$ cat config.mk
export PLATFORM = sky130hd
export DESIGN_NAME = sha256_feeder
export DESIGN_NICKNAME = d
export VERILOG_FILES = /design/src/rtl/sha256_feeder.sv
export SDC_FILE = /design/constraint.sdc
export NUM_CORES = 1
export LEC_CHECK = 0
export CORE_UTILIZATION = 54
export DETAILED_ROUTE_END_ITERATION = 12
export GPL_ROUTABILITY_DRIVEN = 0
export GPL_TIMING_DRIVEN = 0
export PLACE_DENSITY = 0.84
export SETUP_SLACK_MARGIN = 0.2
export SYNTH_ARGS = -nofsm -noshare
export SYNTH_HDL_FRONTEND = slang
export SYNTH_SLANG_ARGS = --single-unit
export TNS_END_PERCENT = 5
$ cat constraint.sdc
create_clock -name clk -period 4.2 [get_ports clk]
set_input_delay 0.42 -clock clk [delete_from_list [all_inputs] [get_ports clk]]
set_output_delay 0.42 -clock clk [all_outputs]
set_load 0.02 [all_outputs]
$ cat src/rtl/sha256_feeder.sv
// SHA-256 message feeder: buffers and pads a 32-bit big-endian word stream into
// 512-bit blocks, streams them to a serial hash core and collects the 8-word digest.
`timescale 1ns/1ps

module sha256_feeder (
  input  logic        clk,
  input  logic        rst_n,
  input  logic        msg_valid,
  output logic        msg_ready,
  input  logic [31:0] msg_word,
  input  logic        msg_last,
  input  logic [2:0]  msg_last_bytes,
  output logic        core_rst_n,
  output logic        calcu_en,
  input  logic        calcu_rdy,
  output logic        read_en,
  output logic [31:0] core_word,
  input  logic [31:0] core_digest,
  output logic        dig_valid,
  output logic [31:0] dig_word,
  output logic [2:0]  dig_index,
  output logic        busy
);

  typedef enum logic [2:0] {
    S_IDLE, S_CRST, S_FILL, S_PAD, S_SEND, S_WAIT, S_READ, S_DONE
  } state_t;

  state_t      state;
  logic [4:0]  idx;        // next buffer word to write, 16 = block full
  logic [63:0] bit_cnt;
  logic        need_80;    // last word was full, 0x80 marker still owed
  logic        two_blk;    // marker landed in word 14/15, length needs its own block
  logic        last_seen;
  logic [3:0]  cnt;        // shared step counter for CRST, SEND and READ

  logic [31:0] blk_buf [16];

  logic        accept;
  logic [2:0]  eff_lb;
  logic [31:0] last_word;
  logic        buf_we;
  logic [31:0] buf_wdata;

  assign msg_ready = (state == S_FILL) && !idx[4];
  assign busy      = (state != S_IDLE);
  assign accept    = msg_valid && msg_ready;
  assign eff_lb    = (msg_last_bytes > 3'd4) ? 3'd4 : msg_last_bytes;

  always_comb begin
    // NOTE: every combinational output gets a default first so no path infers a latch.
    last_word = msg_word;
    case (eff_lb)
      3'd0:    last_word = 32'h8000_0000;
      3'd1:    last_word = {msg_word[31:24], 24'h80_0000};
      3'd2:    last_word = {msg_word[31:16], 16'h8000};
      3'd3:    last_word = {msg_word[31:8],  8'h80};
      default: last_word = msg_word;
    endcase
  end

  always_comb begin
    buf_we    = 1'b0;
    buf_wdata = '0;
    if (accept) begin
      buf_we    = 1'b1;
      buf_wdata = msg_last ? last_word : msg_word;
    end else if (state == S_PAD && !idx[4]) begin
      buf_we = 1'b1;
      if (need_80)
        buf_wdata = 32'h8000_0000;
      else if (idx >= 5'd14 && !two_blk)
        buf_wdata = idx[0] ? bit_cnt[31:0] : bit_cnt[63:32];
    end
  end

  // NOTE: the block buffer has no reset; every word is rewritten before a block is sent.
  always_ff @(posedge clk) begin
    if (buf_we) blk_buf[idx[3:0]] <= buf_wdata;
  end

  // NOTE: all state below uses non-blocking assignments so every flop sees pre-edge values.
  always_ff @(posedge clk or negedge rst_n) begin
    if (!rst_n) begin
      state      <= S_IDLE;
      idx        <= '0;
      bit_cnt    <= '0;
      need_80    <= 1'b0;
      two_blk    <= 1'b0;
      last_seen  <= 1'b0;
      cnt        <= '0;
      core_rst_n <= 1'b0;
      calcu_en   <= 1'b0;
      read_en    <= 1'b0;
      core_word  <= '0;
      dig_valid  <= 1'b0;
      dig_word   <= '0;
      dig_index  <= '0;
    end else begin
      core_rst_n <= 1'b1;
      calcu_en   <= 1'b0;
      dig_valid  <= 1'b0;
      case (state)
        S_IDLE: begin
          if (msg_valid) begin
            state      <= S_CRST;
            core_rst_n <= 1'b0;
            cnt        <= '0;
            idx        <= '0;
            bit_cnt    <= '0;
            need_80    <= 1'b0;
            two_blk    <= 1'b0;
            last_seen  <= 1'b0;
          end
        end

        S_CRST: begin
          if (cnt == 4'd1) begin
            state <= S_FILL;
          end else begin
            cnt        <= cnt + 4'd1;
            core_rst_n <= 1'b0;
          end
        end

        S_FILL: begin
          if (idx[4]) begin
            state     <= S_SEND;
            calcu_en  <= 1'b1;
            core_word <= blk_buf[0];
            cnt       <= '0;
          end else if (accept) begin
            idx <= idx + 5'd1;
            if (msg_last) begin
              bit_cnt   <= bit_cnt + {58'd0, eff_lb, 3'b000};
              last_seen <= 1'b1;
              need_80   <= (eff_lb == 3'd4);
              two_blk   <= (eff_lb != 3'd4) && (idx >= 5'd14);
              state     <= S_PAD;
            end else begin
              bit_cnt <= bit_cnt + 64'd32;
            end
          end
        end

        S_PAD: begin
          if (idx[4]) begin
            state     <= S_SEND;
            calcu_en  <= 1'b1;
            core_word <= blk_buf[0];
            cnt       <= '0;
          end else begin
            idx <= idx + 5'd1;
            if (need_80) begin
              need_80 <= 1'b0;
              if (idx >= 5'd14) two_blk <= 1'b1;
            end
          end
        end

        S_SEND: begin
          if (cnt == 4'd15) begin
            state     <= S_WAIT;
            core_word <= '0;
          end else begin
            core_word <= blk_buf[cnt + 4'd1];
            cnt       <= cnt + 4'd1;
          end
        end

        S_WAIT: begin
          if (calcu_rdy) begin
            idx <= '0;
            if (!last_seen) begin
              state <= S_FILL;
            end else if (two_blk || need_80) begin
              state   <= S_PAD;
              two_blk <= 1'b0;
            end else begin
              state   <= S_READ;
              read_en <= 1'b1;
              cnt     <= '0;
            end
          end
        end

        S_READ: begin
          // Core answers one cycle after each read_en; capture steps 1..8, show them a cycle later.
          cnt     <= cnt + 4'd1;
          read_en <= (cnt < 4'd7);
          if (cnt >= 4'd1 && cnt <= 4'd8) begin
            dig_valid <= 1'b1;
            dig_word  <= core_digest;
            dig_index <= 3'(cnt - 4'd1);
          end
          if (cnt == 4'd9) state <= S_DONE;
        end

        S_DONE: state <= S_IDLE;

        default: state <= S_IDLE;
      endcase
    end
  end

endmodule

==> results.txt <==
Non-Filler Instances - 2805
# H-tree levels - 3
DP Worst Slack - -737 ps
Power Internal - 13600 uW
DR vias/cell - 6.55
CP endpoint kind - register
clock power share - 30.6%
hold_sp - msg_last
TNS Setup - 0 ps
die height - 229 um
P&R area growth vs syn - 18.9%
PwrDens - 591 nW/um^2
Slew @ Worst Pin - 1500 ps
Die ar. - 52200 um^2
crit path time final - 3900 ps
GR Util All Layers - 29.3%
# setup viols final - 0
fill cell count - 3264
Synth Net Count - 1907
startpoint types - register
CP max FO - 10
DR WL/cell - 27.1 um
layout cell share with drive strength beyond 1 - 17.9%
Cells after DPL - 2680
Worst Hold End - bit_cnt[6]$_DFFE_PN0P_
#FFs+latches synth - 659
Hold Path Class - input port to register
Final Instance Area - 33000 um^2
I/O pin count - 145
nets - 2165
vias in the first global route - 18682
status - complete, but fails checks
relative slew slack - -0.182%
Core ar. - 50400 um^2
Final Max Slew Viols - 16
CP startpoint - cnt[0]$_DFFE_PN0P_
RSZ-0062 raised after global routing - yes
Mapped Area - 27700 um^2
Worst-path clk slew - 60 ps
post-synthesis adder-cell area fraction - 0.650%
Psw - 5910 uW
combinational group share of total power - 27.0%
ys flop type - edfxtp_1
PortBufs - 143
global route overflow - 0
VDD IR max - 0.422 mV
drt drc - 0
DRT antenna net count - 0
final hold vios - 0
Sw Ratio - 30.4%
reg2reg setup slack - 300 ps
Die W - 229 um
Iter 0 DRT Violations - 2677
failing checks - max-capacitance violations, max-slew violations
worst-case reg-to-reg path depth - 11
pin count of the biggest net entering global routing - 97
Pleak - 0.0116 uW
Synth Area in Compound Gates - 6.19%
final worst slack - 302 ps
first-pass GRT wire length - 114000 um
CP Data Required Time - 4660 ps
EDFF count, synth - 512
clk root buf - clkbuf_16
CTS tree - built
post-synthesis simple-gate area fraction - 9.46%
total placed instance area - 30800 um^2
initial antenna violation count - 3
postcts setup bufs - 0
r2r startpoint - cnt[0]$_DFFE_PN0P_
number of buffers created by CTS - 66
Synth Area in XOR/XNOR - 0.284%
mux cell area share after synthesis - 12.9%
Initial Util - 55.0%
sequential fraction of design power - 42.4%
Post-Syn Area per Cell - 15.2 um^2
Synth Instances - 1822
n_diodes - 0
crit path kind - register to register
asr flop ratio synth - 22.3%
Final period util - 92.8%
final wirelength - 75900 um
router iterations before antenna repair - 7
r2r endpoint - core_word[10]$_DFFE_PN0P_
total vias in the final route - 18386
clock tree sinks - 659
Seq/Total Area, Yosys - 68.7%
latest clock arrival within the worst-skew pair - 610 ps
hold slack - 247 ps
skew final - 29.3 ps
DP HPWL - 50300 um
largest family of logic cells by synthesized area - multiplexers
Site Rows - 82
Crit path arrival time - 4360 ps
Fmax achieved - 257 MHz
YS warnings - 0
Max Cap Viol - 1
Hold Crit Depth - 3
clk buf depth - 3
post-synthesis cell type count - 69
-- logic make-up after synthesis --
logic type,count (synthesis)
DFF,659
muxes,194
and+or+nand+nor,530
buffers and inverters,117
adders and majority gates,14
xor gates and xnor gates,9
AOI/OAI and AO/OA,299
-- metal layers --
metal	GRT usage [%]	share of wire [%]	routed length (um)	vias up
li1	-	-	-	7607
met1	37.4	35	26600	9181
met2	49.1	50	37900	1347
met3	5.70	11	8230	249
met4	12.6	4.0	3070	2
met5	0	0.017	13	-
-- critical path: stages (launching register included) --
cell and delay, ps:
dfrtp_1 380, clkbuf_1 360, clkbuf_4 390, clkbuf_4 340, inv_1 90, ha_1 460, clkbuf_2 360, clkbuf_2 450
mux4_2 380, nand2_1 90, a21oi_1 80, or3_1 350
-- cells in the mapped netlist, drive strengths merged, types with 31 or more instances --
cell type	n	area share [%]
a21oi	156	2.8
buf	33	0.61
clkbuf	66	0.89
dfrtp	147	13
edfxtp	512	55
mux2	35	1.4
mux2i	31	1.1
mux4	128	10
nand2	268	3.6
nand3	31	0.58
nor2	53	0.78
o21ai	68	1.2
o31ai	34	0.92
or3	46	1.0
or4	32	0.87
-- power by group through the flow --
stage               Combinational (uW)  Clock [uW]  Sequential [uW]
floorplan                         2850           0             8640
global placement                  4720           0             8390
detailed placement                5150           0             8380
CTS                               5250        5950             8260
global route                      5590        6210             8320
finish                            5270        5960             8260
-- worst max path at each step --
| stage | depth (start not counted) | endpoint | slack (ps) |
|---|---|---|---|
| after global placement | 1 | core_word[25]$_DFFE_PN0P_ | -3800 |
| after detailed placement | 11 | core_word[11]$_DFFE_PN0P_ | -740 |
| final | 11 | core_word[10]$_DFFE_PN0P_ | 300 |
| after global routing | 11 | core_word[11]$_DFFE_PN0P_ | 120 |
| after CTS | 11 | core_word[21]$_DFFE_PN0P_ | 210 |
| after floorplan | 5 | blk_buf[3][0]$_DFFE_PP_ | 40 |
-- per-stage QoR --
step	util, %	power (uW)
global placement	59.6	13100
detailed placement	61.1	13500
CTS	65.4	19500
floorplan	-	11500
global route	65.5	20100
finish	65.5	19500
-- layout by cell type, fill, tap and decap left out, types with 19 or more instances in the layout --
| master | Yosys | layout |
|---|---|---|
| nand3_1 | 30 | 30 |
| nand2_1 | 268 | 268 |
| or4_1 | 32 | 32 |
| o31ai_1 | 34 | 34 |
| clkdlybuf4s50_1 | 0 | 142 |
| mux2_2 | 35 | 35 |
| mux2i_1 | 31 | 31 |
| clkbuf_1 | 66 | 69 |
| nor2_1 | 52 | 41 |
| edfxtp_1 | 512 | 512 |
| buf_6 | 2 | 19 |
| buf_2 | 24 | 26 |
| a21oi_1 | 156 | 156 |
| clkbuf_16 | 0 | 67 |
| o21ai_0 | 68 | 40 |
| o21ai_1 | 0 | 28 |
| or3_1 | 46 | 46 |
| nand4_1 | 25 | 25 |
| dfrtp_1 | 147 | 147 |
| mux4_2 | 128 | 128 |
-- layout make-up --
type | instances | area [um^2] | share of cell area [%]
Buffer | 99 | 443 | 1.34
Clock buffer | 90 | 1830 | 5.56
Clock inverter | 31 | 325 | 0.987
Inverter | 18 | 67.6 | 0.205
Multi-Input combinational cell | 1046 | 8300 | 25.2
Sequential cell | 659 | 19100 | 57.8
Tap cell | 672 | 841 | 2.55
Timing Repair Buffer | 190 | 2110 | 6.40
-- registers in the layout, summed over array words and instances (netlist names), 3 cells and up --
register	count
bit_cnt	61
cnt	4
core_word	32
dig_index	3
blk_buf	512
idx	5
dig_word	32
state	3
-- what timing repair did --
item,CTS,global route
pin swaps,0,0
setup endpoints to repair,229,52
resized for setup,21,5
hold buffers,1,0
endpoints found under the hold margin,51,0
gates cloned,0,0
Note: power is estimated with default switching activity, not from simulation.
